`src/rtl/combat_resolver.sv`:
```
// Two-player combat state: health, shield, attack sequencing and hit resolution.
// Optional macro COMBAT_CHIP_DAMAGE_EN: blocked hits also remove 1 health.
module combat_resolver #(
  parameter int MAX_HEALTH      = 10,
  parameter int MAX_SHIELD      = 10,
  parameter int DAMAGE          = 2,
  parameter int CHAR_WIDTH      = 80,
  parameter int ACTIVE_FRAMES   = 6,
  parameter int COOLDOWN_FRAMES = 12,
  parameter int REGEN_FRAMES    = 60
) (
  input  logic       clk,
  input  logic       rst_l,
  input  logic       frame_tick,
  input  logic [9:0] p1_x,
  input  logic [9:0] p2_x,
  input  logic [6:0] p1_action,
  input  logic [6:0] p2_action,
  output logic [3:0] p1_health,
  output logic [3:0] p2_health,
  output logic [3:0] p1_shield,
  output logic [3:0] p2_shield,
  output logic       p1_attack_grant,
  output logic       p2_attack_grant,
  output logic       game_over,
  output logic [1:0] winner
);

  typedef enum logic [1:0] {
    IDLE,
    ACTIVE,
    COOL
  } st_t;

  localparam logic [3:0]  HP_MAX  = 4'(MAX_HEALTH);
  localparam logic [3:0]  SH_MAX  = 4'(MAX_SHIELD);
  localparam logic [3:0]  DMG     = 4'(DAMAGE);
  localparam logic [10:0] CW      = 11'(CHAR_WIDTH);
  localparam logic [7:0]  ACT_LD  = 8'(ACTIVE_FRAMES - 1);
  localparam logic [7:0]  COOL_LD = 8'(COOLDOWN_FRAMES - 1);
  localparam logic [7:0]  RG_TOP  = 8'(REGEN_FRAMES - 1);

  function automatic logic [3:0] sat_sub(input logic [3:0] a,
                                         input logic [3:0] b);
    return (a > b) ? a - b : 4'd0;
  endfunction

  logic [9:0] x   [2];
  logic       dir [2];
  logic       atk [2];
  logic       shd [2];

  assign x[0]   = p1_x;
  assign x[1]   = p2_x;
  assign dir[0] = p1_action[6];
  assign dir[1] = p2_action[6];
  assign atk[0] = p1_action[3];
  assign atk[1] = p2_action[3];
  assign shd[0] = p1_action[2];
  assign shd[1] = p2_action[2];

  logic unused_action;
  assign unused_action = ^{p1_action[5:4], p1_action[1:0],
                           p2_action[5:4], p2_action[1:0]};

  st_t        st_q  [2];
  st_t        st_d  [2];
  logic [7:0] cnt_q [2];
  logic [7:0] cnt_d [2];
  logic       gnt_q [2];
  logic       gnt_d [2];
  logic [3:0] hp_q  [2];
  logic [3:0] hp_d  [2];
  logic [3:0] sh_q  [2];
  logic [3:0] sh_d  [2];
  logic [7:0] rg_q  [2];
  logic [7:0] rg_d  [2];
  logic       go_q;
  logic       go_d;
  logic [1:0] win_q;
  logic [1:0] win_d;

  logic [10:0] dx;
  logic        contact;
  logic        start  [2];
  logic        facing [2];
  logic        hit    [2];

  assign dx = (p1_x >= p2_x) ? ({1'b0, p1_x} - {1'b0, p2_x})
                             : ({1'b0, p2_x} - {1'b0, p1_x});
  assign contact = dx < CW;

  // hit[i] means player i lands a hit on the other player
  always_comb begin
    for (int i = 0; i < 2; i++) begin
      start[i]  = (st_q[i] == IDLE) && atk[i] && !shd[i] && !go_q;
      facing[i] = dir[i] ? (x[i] > x[1-i]) : (x[i] < x[1-i]);
      hit[i]    = start[i] && contact && facing[i];
    end
  end

  always_comb begin
    go_d  = go_q;
    win_d = win_q;
    for (int i = 0; i < 2; i++) begin
      st_d[i]  = st_q[i];
      cnt_d[i] = cnt_q[i];
      gnt_d[i] = gnt_q[i];
      hp_d[i]  = hp_q[i];
      sh_d[i]  = sh_q[i];
      rg_d[i]  = rg_q[i];
    end

    if (frame_tick && !go_q) begin
      for (int i = 0; i < 2; i++) begin
        unique case (st_q[i])
          IDLE: begin
            if (start[i]) begin
              st_d[i]  = ACTIVE;
              cnt_d[i] = ACT_LD;
              gnt_d[i] = 1'b1;
            end
          end
          ACTIVE: begin
            if (cnt_q[i] == 8'd0) begin
              st_d[i]  = COOL;
              cnt_d[i] = COOL_LD;
              gnt_d[i] = 1'b0;
            end else begin
              cnt_d[i] = cnt_q[i] - 8'd1;
            end
          end
          COOL: begin
            if (cnt_q[i] == 8'd0) begin
              st_d[i] = IDLE;
            end else begin
              cnt_d[i] = cnt_q[i] - 8'd1;
            end
          end
          default: begin
            st_d[i]  = IDLE;
            cnt_d[i] = 8'd0;
            gnt_d[i] = 1'b0;
          end
        endcase

        // a hit on this player takes priority over regen
        if (hit[1-i]) begin
          rg_d[i] = 8'd0;
          if (shd[i] && sh_q[i] != 4'd0) begin
            sh_d[i] = sh_q[i] - 4'd1;
`ifdef COMBAT_CHIP_DAMAGE_EN
            hp_d[i] = sat_sub(hp_q[i], 4'd1);
`endif
          end else begin
            hp_d[i] = sat_sub(hp_q[i], DMG);
          end
        end else if (shd[i]) begin
          rg_d[i] = 8'd0;
        end else if (sh_q[i] < SH_MAX) begin
          if (rg_q[i] == RG_TOP) begin
            sh_d[i] = sh_q[i] + 4'd1;
            rg_d[i] = 8'd0;
          end else begin
            rg_d[i] = rg_q[i] + 8'd1;
          end
        end
      end

      if (hp_d[0] == 4'd0 || hp_d[1] == 4'd0) begin
        go_d  = 1'b1;
        win_d = {hp_d[0] == 4'd0, hp_d[1] == 4'd0};
        for (int i = 0; i < 2; i++) begin
          st_d[i]  = IDLE;
          cnt_d[i] = 8'd0;
          gnt_d[i] = 1'b0;
        end
      end
    end
  end

  always_ff @(posedge clk or negedge rst_l) begin
    if (!rst_l) begin
      go_q  <= 1'b0;
      win_q <= 2'd0;
      for (int i = 0; i < 2; i++) begin
        st_q[i]  <= IDLE;
        cnt_q[i] <= 8'd0;
        gnt_q[i] <= 1'b0;
        hp_q[i]  <= HP_MAX;
        sh_q[i]  <= SH_MAX;
        rg_q[i]  <= 8'd0;
      end
    end else begin
      go_q  <= go_d;
      win_q <= win_d;
      for (int i = 0; i < 2; i++) begin
        st_q[i]  <= st_d[i];
        cnt_q[i] <= cnt_d[i];
        gnt_q[i] <= gnt_d[i];
        hp_q[i]  <= hp_d[i];
        sh_q[i]  <= sh_d[i];
        rg_q[i]  <= rg_d[i];
      end
    end
  end

  assign p1_health       = hp_q[0];
  assign p2_health       = hp_q[1];
  assign p1_shield       = sh_q[0];
  assign p2_shield       = sh_q[1];
  assign p1_attack_grant = gnt_q[0];
  assign p2_attack_grant = gnt_q[1];
  assign game_over       = go_q;
  assign winner          = win_q;

endmodule

```
`config.mk`:
```
export PLATFORM = sky130hd
export DESIGN_NAME = combat_resolver
export DESIGN_NICKNAME = d
export VERILOG_FILES = /design/src/rtl/combat_resolver.sv
export SDC_FILE = /design/constraint.sdc
export NUM_CORES = 1
export LEC_CHECK = 0
export BUFFER_PORTS_ARGS = -buffer_cell sky130_fd_sc_hd__buf_2
export CAP_MARGIN = 20
export CORE_ASPECT_RATIO = 1.25
export CORE_MARGIN = 2
export CORE_UTILIZATION = 40
export CTS_BUF_LIST = sky130_fd_sc_hd__clkbuf_4
export DETAILED_ROUTE_END_ITERATION = 16
export GPL_TIMING_DRIVEN = 0
export HOLD_SLACK_MARGIN = 0.02
export PLACE_DENSITY_LB_ADDON = 0.12
export SLEW_MARGIN = 20
export SYNTH_ARGS = -nofsm -noshare
export SYNTH_HDL_FRONTEND = slang
export SYNTH_SLANG_ARGS = --single-unit
export TNS_END_PERCENT = 10
```
`constraint.sdc`:
```
create_clock -name clk -period 4.4 [get_ports clk]
set_input_delay 0.66 -clock clk [delete_from_list [all_inputs] [get_ports clk]]
set_output_delay 0.66 -clock clk [all_outputs]
set_load 0.02 [all_outputs]
```
* Word level (Yosys, flattened, before mapping)
Index checks and enable logic that the tools add are counted.
** Operators by class
- Reductions and logical operators :: 42
- Mux-type cells :: 54
- Order comparisons :: 10
- Add/sub/neg operators :: 12
- Equality and inequality tests :: 20
** Operator list (count)
- 8-bit 2-to-1 mux :: 14
- 4-bit 2-to-1 mux :: 19
- 8-bit case mux with 3 select lines :: 2
- 10-bit by 10-bit subtractor with 11-bit output :: 2
- 10-bit greater-than comparator :: 2
- 10-bit < comparator :: 2
- 3-bit inequality test (second input constant) :: 6
- 8-bit by 1-bit adder with 8-bit output (second input constant) :: 2
- 8-bit by 6-bit equality test with 1-bit output (second input constant) :: 2
- 8-bit zero test :: 2
- 16-bit 2-to-1 mux :: 1
- 4-bit AND reduction :: 4
- 8-bit by 1-bit subtractor with 8-bit output (second input constant) :: 2
- 2-bit 2-to-1 mux :: 7
- 1-bit logical AND :: 13
- 2-bit case mux with 3 select lines :: 2
- 11-bit by 7-bit < comparator with 1-bit output (second input constant) :: 1
- 11-bit 2-to-1 mux :: 1
- 10-bit greater-or-equal comparator :: 1
- 5-bit AND reduction :: 2
- 4-bit by 1-bit adder with 4-bit output (second input constant) :: 2
- 4-bit by 2-bit greater-than comparator with 1-bit output (second input constant) :: 2
- 4-bit zero test :: 2
- 4-bit < comparator (second input constant) :: 2
- 17 further kinds :: 43
** Storage, ports and cells
- Logic and storage cells :: 152
- Register bits :: 57

* Depth between registers and ports, before layout
Gate-level depths: netlist (run 1).
- Word-level depth :: 12
- Depth in mapped cells :: 17
- Depth with buffers taken out :: 15

* Worst setup path before layout (run 1)
Ideal clock, no wire load.
- Path kind :: in2reg
- From :: in p1_x[1]
- To :: reg sh_q (netlist bit p1_shield[3])
- Buffers on the path :: 1
- Library setup time :: 83 ps
- Data required time :: 4317 ps
- Slack :: 598 ps
- Arrival time :: 3719 ps
- Cell stages on the path :: 16
- Cell sequence :: inv_1 > ha_1 > nor2b_4 > o31ai_4 > a311oi_1 > or3_4 > a2111oi_4 > a21o_1 > and3_1 > clkbuf_1 > ha_1 > a21o_1 > a21oi_1 > xor2_1 > nor2_1 > xor2_1
** On the way
- Cells in the longest elaborated chain, start to end :: 7
- Elaborated cells between the ends (all ways) :: 16
- Those cells by class :: add/sub (2); order compare (4); eq/ne (2); mux (3); reduce/logical (5)
** RTL lines
- from (decl) :: RTL line 15 : input logic [9:0] p1_x,
- 10-bit by 10-bit subtractor with 11-bit output (tied with other cells) :: RTL line 90 : : ({1'b0, p2_x} - {1'b0, p1_x});
- 11-bit 2-to-1 mux :: RTL line 89 : assign dx = (p1_x >= p2_x) ? ({1'b0, p1_x} - {1'b0, p2_x})
- 11-bit by 7-bit < comparator with 1-bit output :: RTL line 91 : assign contact = dx < CW;
- 1-bit logical AND :: RTL line 98 : hit[i] = start[i] && contact && facing[i];
- 1-bit logical AND (*) :: RTL line 98
- 2-bit by 1-bit inequality test with 1-bit output (no line) or 2-bit nonzero test (tied branches)
- 5-bit AND reduction (no line)
- to (signal, indexed assignment) :: RTL line 202 : sh_q[i] <= sh_d[i];
- to (decl) :: RTL line 74 : logic [3:0] sh_q [2];
Mark *: on every way between the ends. The rest lies on a longest branch, timed or not.
A chain may end at the register's enable or synchronous reset.

* Worst setup path after layout (run 1)
- From :: in p1_x[3]
- To :: reg sh_q (netlist bit p1_shield[3])
The elaborated chain is that of the path after synthesis.

==> impl_metrics.json, run 1 <==
{
  "yosysTopAreaCellShare": 0.273,
  "io_pins": 58,
  "synth_area_leaders": "dfrtp_1, ha_1, dfstp_2",
  "grt_pass1_vias": 3869,
  "synthArstFlopShare": 1.00,
  "ys.flop_type": "dfrtp_1",
  "setup_viol": 0,
  "drt_wl_total_mm": 10.6,
  "cts.sinks": 57,
  "syn_area_per_cell_um2": 8.43,
  "post-synth-top-area-cell": "dfrtp_1",
  "tns_ns": 0,
  "fin_crit_ns": 3.95,
  "crit_path_end_kind": "flip-flop",
  "clkPwrFrac": 0.265,
  "area_growth_pct": 12.9,
  "ys_seq_elements": 57,
  "drive_gt1_frac": 0.172,
  "p_switching_w": 0.000605,
  "grt-ovfl-total": 0,
  "power_frac_seq": 0.404,
  "slew_violations": 0,
  "fin_util": 0.460,
  "grt_max_degree": 58,
  "skew_ns": 0.0184,
  "status": "finished clean",
  "post_cts_buffers": 0,
  "design.die.area_um2": 12100,
  "holdCritPathClass": "in2async",
  "holdBufCountCts": 0,
  "power.internal_w": 0.00106,
  "place_congestion": 0.835,
  "ir_drop_mv": 0.207,
  "syn_nets": 603,
  "drt_iter0_markers": 240,
  "nets": 663,
  "synth_edf_count": 0,
  "std_cell_rows": 43,
  "ys_warn_count": 0,
  "synthMostInstantiatedCell": "nand2_1",
  "clk_latency_ns": 0.42,
  "detail-route-antenna-nets": 0,
  "cts_root_buf": "clkbuf_4",
  "worstSetupStartpointType": "input port",
  "grt_pass1_wl_mm": 18.3,
  "path_max_fanout": 7,
  "worstPathArrival_ns": 4.30,
  "cts_made_buffers": 9,
  "post-dp-hpwl_mm": 7.93,
  "ys_top_cells_by_count": "nand2_1, dfrtp_1, inv_1, o21ai_0, a21oi_1",
  "grt_usage": 0.184,
  "critPathKind": "in2reg",
  "diodes": 0,
  "yosys.cell_types.count": 76,
  "ctsResizeCount": 0,
  "design.core.area_um2": 11000,
  "hold_viol": 0,
  "cts.clk_slew.worst_paths_ns": 0.10,
  "relSlewSlack": 0.274,
  "worst_pin_slew_ns": 1.07,
  "antenna_found_initial": 0,
  "htree_num_levels": 3,
  "clk_path_buf_depth": 2,
  "portBuffers": 49,
  "syn_area_um2": 4490,
  "dr_total_vias": 4150,
  "crit_required_ns": 4.75,
  "pwr-share-comb": 0.331,
  "p_leak_nw": 2.39,
  "avgViaCountPerCell": 5.66,
  "netlist_instances": 533,
  "die_w_um": 98.8,
  "initial_core_util": 0.407,
  "wire_per_inst_um": 14.4,
  "power_density_nw_per_um2": 327,
  "tritoncts": "yes",
  "drc_errors": 0,
  "drv_cap": 0,
  "ys_seq_area_frac": 0.320,
  "die_h_um": 122,
  "max_freq_mhz": 253,
  "rsz0062_at_grt": "no",
  "firstDrtPassIters": 5,
  "fin_crit_sh": 0.898,
  "switching_share": 0.364
}
==> sequential cells by signal (all words and copies together) (netlist names), 2 cells and up <==
name	cells
cnt_q	16
rg_q	16
st_q	4
p2_shield	4
p2_health	4
p1_shield	4
p1_health	4
winner	2
==> critical path, cell delays in order <==
cell and delay, ns:
buf_2 0.09, inv_1 0.04, ha_1 0.34, o21ai_0 0.12, a21oi_2 0.25, a31oi_1 0.18
o21ai_1 0.38, nor4b_1 0.52, a21o_1 0.20, and3_1 0.16, clkbuf_1 0.33, ha_1 0.31
a21o_1 0.15, a21oi_1 0.17, xor2_1 0.09, nor2_1 0.13, xor2_1 0.17
==> final timing paths <==
path / from / endpoint / slack (ns) / cells after the start
setup / recovery: p1_x[3] / p1_shield[3] / 0.45 / 17
hold reg to reg: cnt_q[14] / cnt_q[14] / 0.49 / 1
min in group clk: frame_tick / game_over / 0.49 / 2
max in group asynchronous: rst_l / rg_q[4] / 3.58 / 1
hold / removal: rst_l / rg_q[11] / 0.32 / 1
setup reg to reg: p1_shield[0] / cnt_q[13] / 1.06 / 9
==> metrics by stage <==
step / instance area (µm²) / std cells / power, W / hold slack, ns / worst slack, ns
detailed placement: 4910 / 717 / 0.00123 / 0.474 / 0.0103
finish: 5070 / 733 / 0.00166 / 0.323 / 0.448
global placement: 4910 / 717 / 0.00122 / 0.465 / 0.0865
floorplan: 4490 / 533 / 0.00108 / 0.364 / 0.598
global route: 5070 / 733 / 0.00180 / 0.340 / 0.0675
CTS: 5070 / 733 / 0.00167 / 0.331 / 0.463
==> power groups by stage <==
stage	clock network [W]	logic, W	registers [W]
after floorplan	0	0.000413	0.000667
after global placement	0	0.000540	0.000677
after detailed placement	0	0.000548	0.000679
after CTS	0.000454	0.000551	0.000670
after global routing	0.000476	0.000635	0.000684
final	0.000440	0.000549	0.000671
==> cell type report <==
| type | instances | area [µm²] |
|---|---|---|
| buffer | 22 | 111 |
| clock buffer | 10 | 75.1 |
| clock inverter | 6 | 82.6 |
| fill | 1123 | 5960 |
| inverter | 40 | 150 |
| multi-input combinational | 414 | 2800 |
| sequential | 57 | 1440 |
| tap | 135 | 169 |
| timing repair buffer | 49 | 248 |
==> per-layer routing <==
| metal | vias up | routed length [µm] | GRT usage |
|---|---|---|---|
| met1 | 1986 | 4960 | 0.248 |
| met4 | 0 | 195 | 0.0599 |
| met2 | 86 | 4930 | 0.296 |
| met3 | 17 | 484 | 0.0399 |
| met5 | - | 0 | 0 |
| li1 | 2061 | - | - |
==> cell families (layout without fill, tap and decap cells) <==
family / after synthesis / count (layout) / share of synthesized area
simple gates: 192 / 192 / 0.223
mux: 11 / 11 / 0.0259
compound gates: 162 / 162 / 0.247
xor+xnor: 16 / 16 / 0.0312
fa+ha+maj: 33 / 33 / 0.0953
flops: 57 / 57 / 0.320
buf+inv: 62 / 127 / 0.0582
==> cell usage in the layout (no fill, tap or decap), types with 5 or more instances in the layout <==
cell / synthesis / final
nor3b_1: 6 / 6
inv_1: 40 / 40
dfrtp_1: 49 / 49
a211oi_1: 6 / 6
ha_1: 31 / 31
nand3_1: 16 / 16
nor4_1: 5 / 5
clkbuf_4: 0 / 10
o31ai_1: 14 / 13
o21ai_0: 39 / 39
a21o_1: 10 / 10
xnor2_1: 8 / 8
nor2_1: 34 / 34
dfstp_2: 8 / 8
buf_2: 4 / 52
a31oi_1: 6 / 6
nand2_1: 56 / 56
clkbuf_1: 12 / 12
mux2i_1: 6 / 6
o22ai_1: 6 / 6
xor2_1: 8 / 8
nand2b_1: 14 / 14
and3_1: 15 / 15
a21oi_1: 36 / 36
mux2_2: 5 / 5
nand4_1: 5 / 5
or4_1: 5 / 5
nor3_1: 9 / 9
Note: power is estimated with default switching activity, not from simulation.
==> run 2, diff against run 1 <==
Settings changed: SLEW_MARGIN 20 to not set.
Clock period 4.4 ns to 3.85 ns, I/O delays scaled along.
==> impl_metrics.json, run 2 (synthesis results as in run 1) <==
{
  "crit_required_ns": 4.22,
  "tns_ns": 0,
  "design.die.area_um2": 12100,
  "power.internal_w": 0.00133,
  "drv_cap": 0,
  "worstSetupStartpointType": "input port",
  "setup_viol": 0,
  "grt_usage": 0.188,
  "fillers": 1128,
  "cts_made_buffers": 9,
  "place_congestion": 0.835,
  "path_max_fanout": 11,
  "io_pins": 58,
  "grt_pass1_vias": 3911,
  "ir_drop_mv": 0.174,
  "status": "finished clean",
  "clkPwrFrac": 0.308,
  "critPathKind": "in2reg",
  "portBuffers": 49,
  "die_w_um": 98.8,
  "largestRegisters": "cnt_q (16), rg_q (16)",
  "drt_wl_total_mm": 10.8,
  "detail-route-antenna-nets": 0,
  "final_cell_mix": "nand2_1, buf_2, dfrtp_1, inv_1, o21ai_0",
  "max_freq_mhz": 282,
  "cts.sinks": 57,
  "area_growth_pct": 14.5,
  "avgViaCountPerCell": 5.70,
  "die_h_um": 122,
  "drt_iter0_markers": 161,
  "fin_crit_sh": 0.920,
  "drc_errors": 0,
  "initial_core_util": 0.407,
  "power_frac_seq": 0.379,
  "crit_path_end_kind": "flip-flop",
  "wire_per_inst_um": 14.7,
  "clk_path_buf_depth": 2,
  "design.core.area_um2": 11000,
  "final_common_cell": "nand2_1",
  "cts_root_buf": "clkbuf_4",
  "fin_cells": 734,
  "ff_latch_area_um2": 1440,
  "antenna_found_initial": 0,
  "finalPower_w": 0.00203,
  "switching_share": 0.344,
  "worst_pin_slew_ns": 1.08,
  "drive_gt1_frac": 0.177,
  "tritoncts": "yes",
  "hold_ws_ns": 0.183,
  "grt-ovfl-total": 0,
  "p_switching_w": 0.000697,
  "post-dp-hpwl_mm": 8.07,
  "relSlewSlack": 0.270,
  "worstPathArrival_ns": 3.91,
  "p_leak_nw": 2.42,
  "nets": 664,
  "htree_num_levels": 3,
  "rsz0062_at_grt": "no",
  "holdCritPathClass": "in2async",
  "hold_viol": 0,
  "grt_max_degree": 32,
  "power_density_nw_per_um2": 394,
  "grt_pass1_wl_mm": 18.7,
  "pwr-share-comb": 0.313,
  "skew_ns": 0.0121,
  "diodes": 0,
  "cts.clk_slew.worst_paths_ns": 0.10,
  "multi_input_area_um2": 2810,
  "std_cell_rows": 43,
  "clk_latency_ns": 0.43,
  "slew_violations": 0,
  "post_cts_buffers": 0,
  "firstDrtPassIters": 5,
  "dr_total_vias": 4181,
  "fin_crit_ns": 3.54,
  "dp.cells": 718
}
run 2: area by class of cell:
cell class | instances | area share
Multi-Input combinational cell | 414 | 0.546
Sequential cell | 57 | 0.279
Timing Repair Buffer | 51 | 0.0525
Tap cell | 135 | 0.0328
Inverter | 40 | 0.0292
Clock inverter | 7 | 0.0258
Buffer | 21 | 0.0209
Clock buffer | 9 | 0.0131
run 2: power by group through the flow:
stage	combinational [W]	clock [W]	sequential (W)
final	0.000636	0.000624	0.000768
after global routing	0.000735	0.000663	0.000783
after CTS	0.000636	0.000643	0.000766
after detailed placement	0.000631	0	0.000777
after global placement	0.000617	0	0.000774
after floorplan	0.000472	0	0.000762
run 2: per-stage QoR:
stage	utilization	setup slack, ns	area (µm²)
CTS	0.465	0.0690	5130
detailed placement	0.447	-0.466	4930
floorplan	-	0.131	4490
finish	0.466	0.309	5140
global placement	0.445	-0.381	4910
global route	0.466	0.0267	5140
run 2: routing by layer:
| metal | GRT usage | share of wire | vias to the layer above |
|---|---|---|---|
| met5 | 0 | 0 | - |
| met3 | 0.0296 | 0.038 | 18 |
| met2 | 0.307 | 0.47 | 85 |
| met4 | 0.0788 | 0.021 | 0 |
| li1 | - | - | 2078 |
| met1 | 0.250 | 0.47 | 2000 |
run 2: timing repair:
item,CTS,global route
resized for setup,1,4
endpoints found under the setup margin,1,22
hold buffers,0,0
run 2: final timing paths:
| check | from | cells past startpoint | slack [ns] | endpoint |
|---|---|---|---|---|
| max in group asynchronous | rst_l | 2 | 2.99 | p2_shield[3] |
| hold reg to reg | rg_q[15] | 1 | 0.50 | rg_q[15] |
| setup / recovery | p1_x[1] | 17 | 0.31 | p2_shield[3] |
| setup reg to reg | p1_shield[0] | 9 | 0.75 | cnt_q[13] |
| hold / removal | rst_l | 1 | 0.18 | st_q[3] |
| min in group clk | frame_tick | 2 | 0.39 | game_over |
run 2: worst max-delay path, cell delays in order:
cell       delay, ns
buf_2           0.09
inv_1           0.04
ha_1            0.31
nor2b_4         0.15
o31ai_4         0.25
a311oi_1        0.20
or3_4           0.37
a2111oi_4       0.38
a21o_1          0.25
and3_1          0.19
buf_6           0.16
ha_1            0.24
a21o_1          0.16
a21oi_1         0.18
xor2_1          0.16
nor2_1          0.07
xor2_1          0.16
==> run 3, diff against run 2 <==
Settings changed: ABC_AREA set to 1.
==> impl_metrics.json, run 3 <==
{
  "status": "finished clean",
  "ys_seq_area_frac": 0.300,
  "skew_ns": 0.00945,
  "grt_max_degree": 36,
  "tns_ns": 0,
  "syn_area_um2": 4790,
  "fin_crit_sh": 0.844,
  "final_common_cell": "nand2_1",
  "power_frac_seq": 0.461,
  "avgViaCountPerCell": 4.87,
  "detail-route-antenna-nets": 0,
  "path_max_fanout": 10,
  "synthArstFlopShare": 1.00,
  "portBuffers": 49,
  "final_cell_mix": "nand2_1, inv_1, nor2_1, nand3_1, buf_2",
  "std_cell_rows": 44,
  "yosysTopAreaCellShare": 0.256,
  "drc_errors": 0,
  "design.core.area_um2": 11700,
  "placed_area_um2": 5260,
  "drt_iter0_markers": 132,
  "setup_ws_ns": 0.601,
  "ctsResizeCount": 0,
  "final_area_um2": 5420,
  "ys_top_cells_by_count": "nand2_1, inv_1, nor2_1, nand3_1, dfrtp_1",
  "post-synth-top-area-cell": "dfrtp_1",
  "netlist_instances": 700,
  "holdCritPathClass": "in2async",
  "diodes": 0,
  "drive_gt1_frac": 0.150,
  "pwr-share-comb": 0.155,
  "largestRegisters": "cnt_q (16), rg_q (16)",
  "switching_share": 0.274,
  "synth_area_leaders": "dfrtp_1, nand2_1, inv_1",
  "initial_core_util": 0.411,
  "r2r-start": "st_q[1]",
  "cp-startpoint": "p1_x[1]",
  "grt_usage": 0.184,
  "place_congestion": 0.875,
  "max_freq_mhz": 308,
  "critPathKind": "in2reg",
  "clkPwrFrac": 0.384,
  "post-dp-hpwl_mm": 8.85,
  "design.die.area_um2": 12900,
  "ir_drop_mv": 0.138,
  "wire_per_inst_um": 11.8,
  "worstPathArrival_ns": 3.59,
  "firstDrtPassIters": 4,
  "io_pins": 58,
  "htree_num_levels": 3,
  "syn_nets": 770,
  "ys_seq_elements": 57,
  "cts.clk_slew.worst_paths_ns": 0.10,
  "dp.cells": 911,
  "crit_required_ns": 4.19,
  "ys_warn_count": 0,
  "syn_area_per_cell_um2": 6.85,
  "antenna_found_initial": 0,
  "cts_root_buf": "clkbuf_4",
  "crit_path_end_kind": "flip-flop",
  "clk_path_buf_depth": 2,
  "clk_latency_ns": 0.41,
  "cts_made_buffers": 9,
  "setup_viol": 0,
  "relSlewSlack": 0.622,
  "p_leak_nw": 3.12,
  "post_cts_buffers": 0,
  "synth_edf_count": 0,
  "power.internal_w": 0.000942,
  "ys.flop_type": "dfrtp_1",
  "die_w_um": 102,
  "power_density_nw_per_um2": 240,
  "die_h_um": 126,
  "yosys.cell_types.count": 47,
  "dr_total_vias": 4518,
  "nets": 831,
  "tritoncts": "yes",
  "drt_wl_total_mm": 11.0,
  "holdBufCountCts": 0,
  "slew_violations": 0,
  "synthMostInstantiatedCell": "nand2_1",
  "worst_pin_slew_ns": 0.562,
  "grt-ovfl-total": 0,
  "cts.sinks": 57,
  "fin_cells": 927,
  "p_switching_w": 0.000356,
  "worstSetupStartpointType": "input port",
  "area_growth_pct": 13.0,
  "rsz0062_at_grt": "no",
  "drv_cap": 0,
  "hold_viol": 0,
  "fin_crit_ns": 3.25,
  "pre_cts_slack_ns": 0.201,
  "grt_pass1_vias": 4410,
  "grt_pass1_wl_mm": 19.4
}
[run 3: changes by cell type after synthesis, sizes merged, moves of 14 or more]
cell,previous run,this run
o31ai,16,2
nand3,16,64
a21oi,37,21
inv,40,125
nand2b,14,0
nand2,56,188
nor2,34,69
[run 3: path summary, 6_finish.rpt]
check / to / slack, ns / depth (start not counted)
worst max register to register: p1_shield[3] / 0.99 / 12
worst min-delay path: rg_q[8] / 0.15 / 1
max in group asynchronous: p1_shield[3] / 3.06 / 2
worst max-delay path: p1_shield[3] / 0.60 / 22
min in group clk: rg_q[7] / 0.43 / 2
worst min register to register: cnt_q[0] / 0.48 / 2
[run 3: cell type report]
type / count / area, µm²
fillers: 1243 / 6250
inverters: 126 / 480
well taps: 161 / 201
multi-input cells: 510 / 2820
clock inverters: 5 / 72.6
flip-flops and latches: 57 / 1440
plain buffers: 7 / 61.3
clock buffers: 11 / 82.6
repair buffers: 50 / 265
[run 3: kinds of logic (layout without fill, tap and decap cells)]
| family | count (synthesis) | count (layout) | share of synthesized area |
|---|---|---|---|
| adders and majority gates | 33 | 33 | 0.0892 |
| AOI/OAI and AO/OA | 88 | 88 | 0.105 |
| buffers and inverters | 133 | 199 | 0.113 |
| muxes | 3 | 3 | 0.00652 |
| DFF | 57 | 57 | 0.300 |
| and+or+nand+nor | 361 | 361 | 0.341 |
| xor gates and xnor gates | 25 | 25 | 0.0457 |
[run 3: layer usage]
layer	share of wire	routed length [µm]	track usage	vias to the layer above
li1	-	-	-	2358
met1	0.45	4910	0.223	2081
met2	0.51	5560	0.329	70
met3	0.033	361	0.0331	9
met4	0.012	129	0.0533	0
met5	0	0	0	-
[run 3: critical path: stages]
cell      delay (ns)
buf_2           0.09
inv_1           0.04
ha_1            0.34
inv_1           0.07
o21bai_1        0.27
nand2_1         0.14
nand2_1         0.11
nand2_1         0.07
nand3_1         0.07
nand2_1         0.05
a21oi_1         0.14
nand2_1         0.09
nand2_2         0.10
buf_6           0.15
nand2_4         0.08
inv_1           0.17
ha_1            0.30
a21oi_1         0.15
o21ai_0         0.11
xor2_1          0.18
nor2_1          0.13
xor2_1          0.16
[run 3: stage by stage]
stage | hold slack (ns) | utilization | total power (W)
2_1_floorplan | 0.282 | - | 0.000745
3_3_place_gp | 0.455 | 0.449 | 0.000807
3_5_place_dp | 0.459 | 0.451 | 0.000813
4_1_cts | 0.152 | 0.464 | 0.00132
5_1_grt | 0.175 | 0.464 | 0.00138
6_report | 0.151 | 0.464 | 0.00130
[run 3: power by group through the flow]
stage	logic, W	clock network [W]	registers (W)
finish	0.000202	0.000498	0.000599
floorplan	0.000134	0	0.000610
detailed placement	0.000203	0	0.000610
CTS	0.000204	0.000515	0.000599
global route	0.000232	0.000544	0.000599
global placement	0.000197	0	0.000610
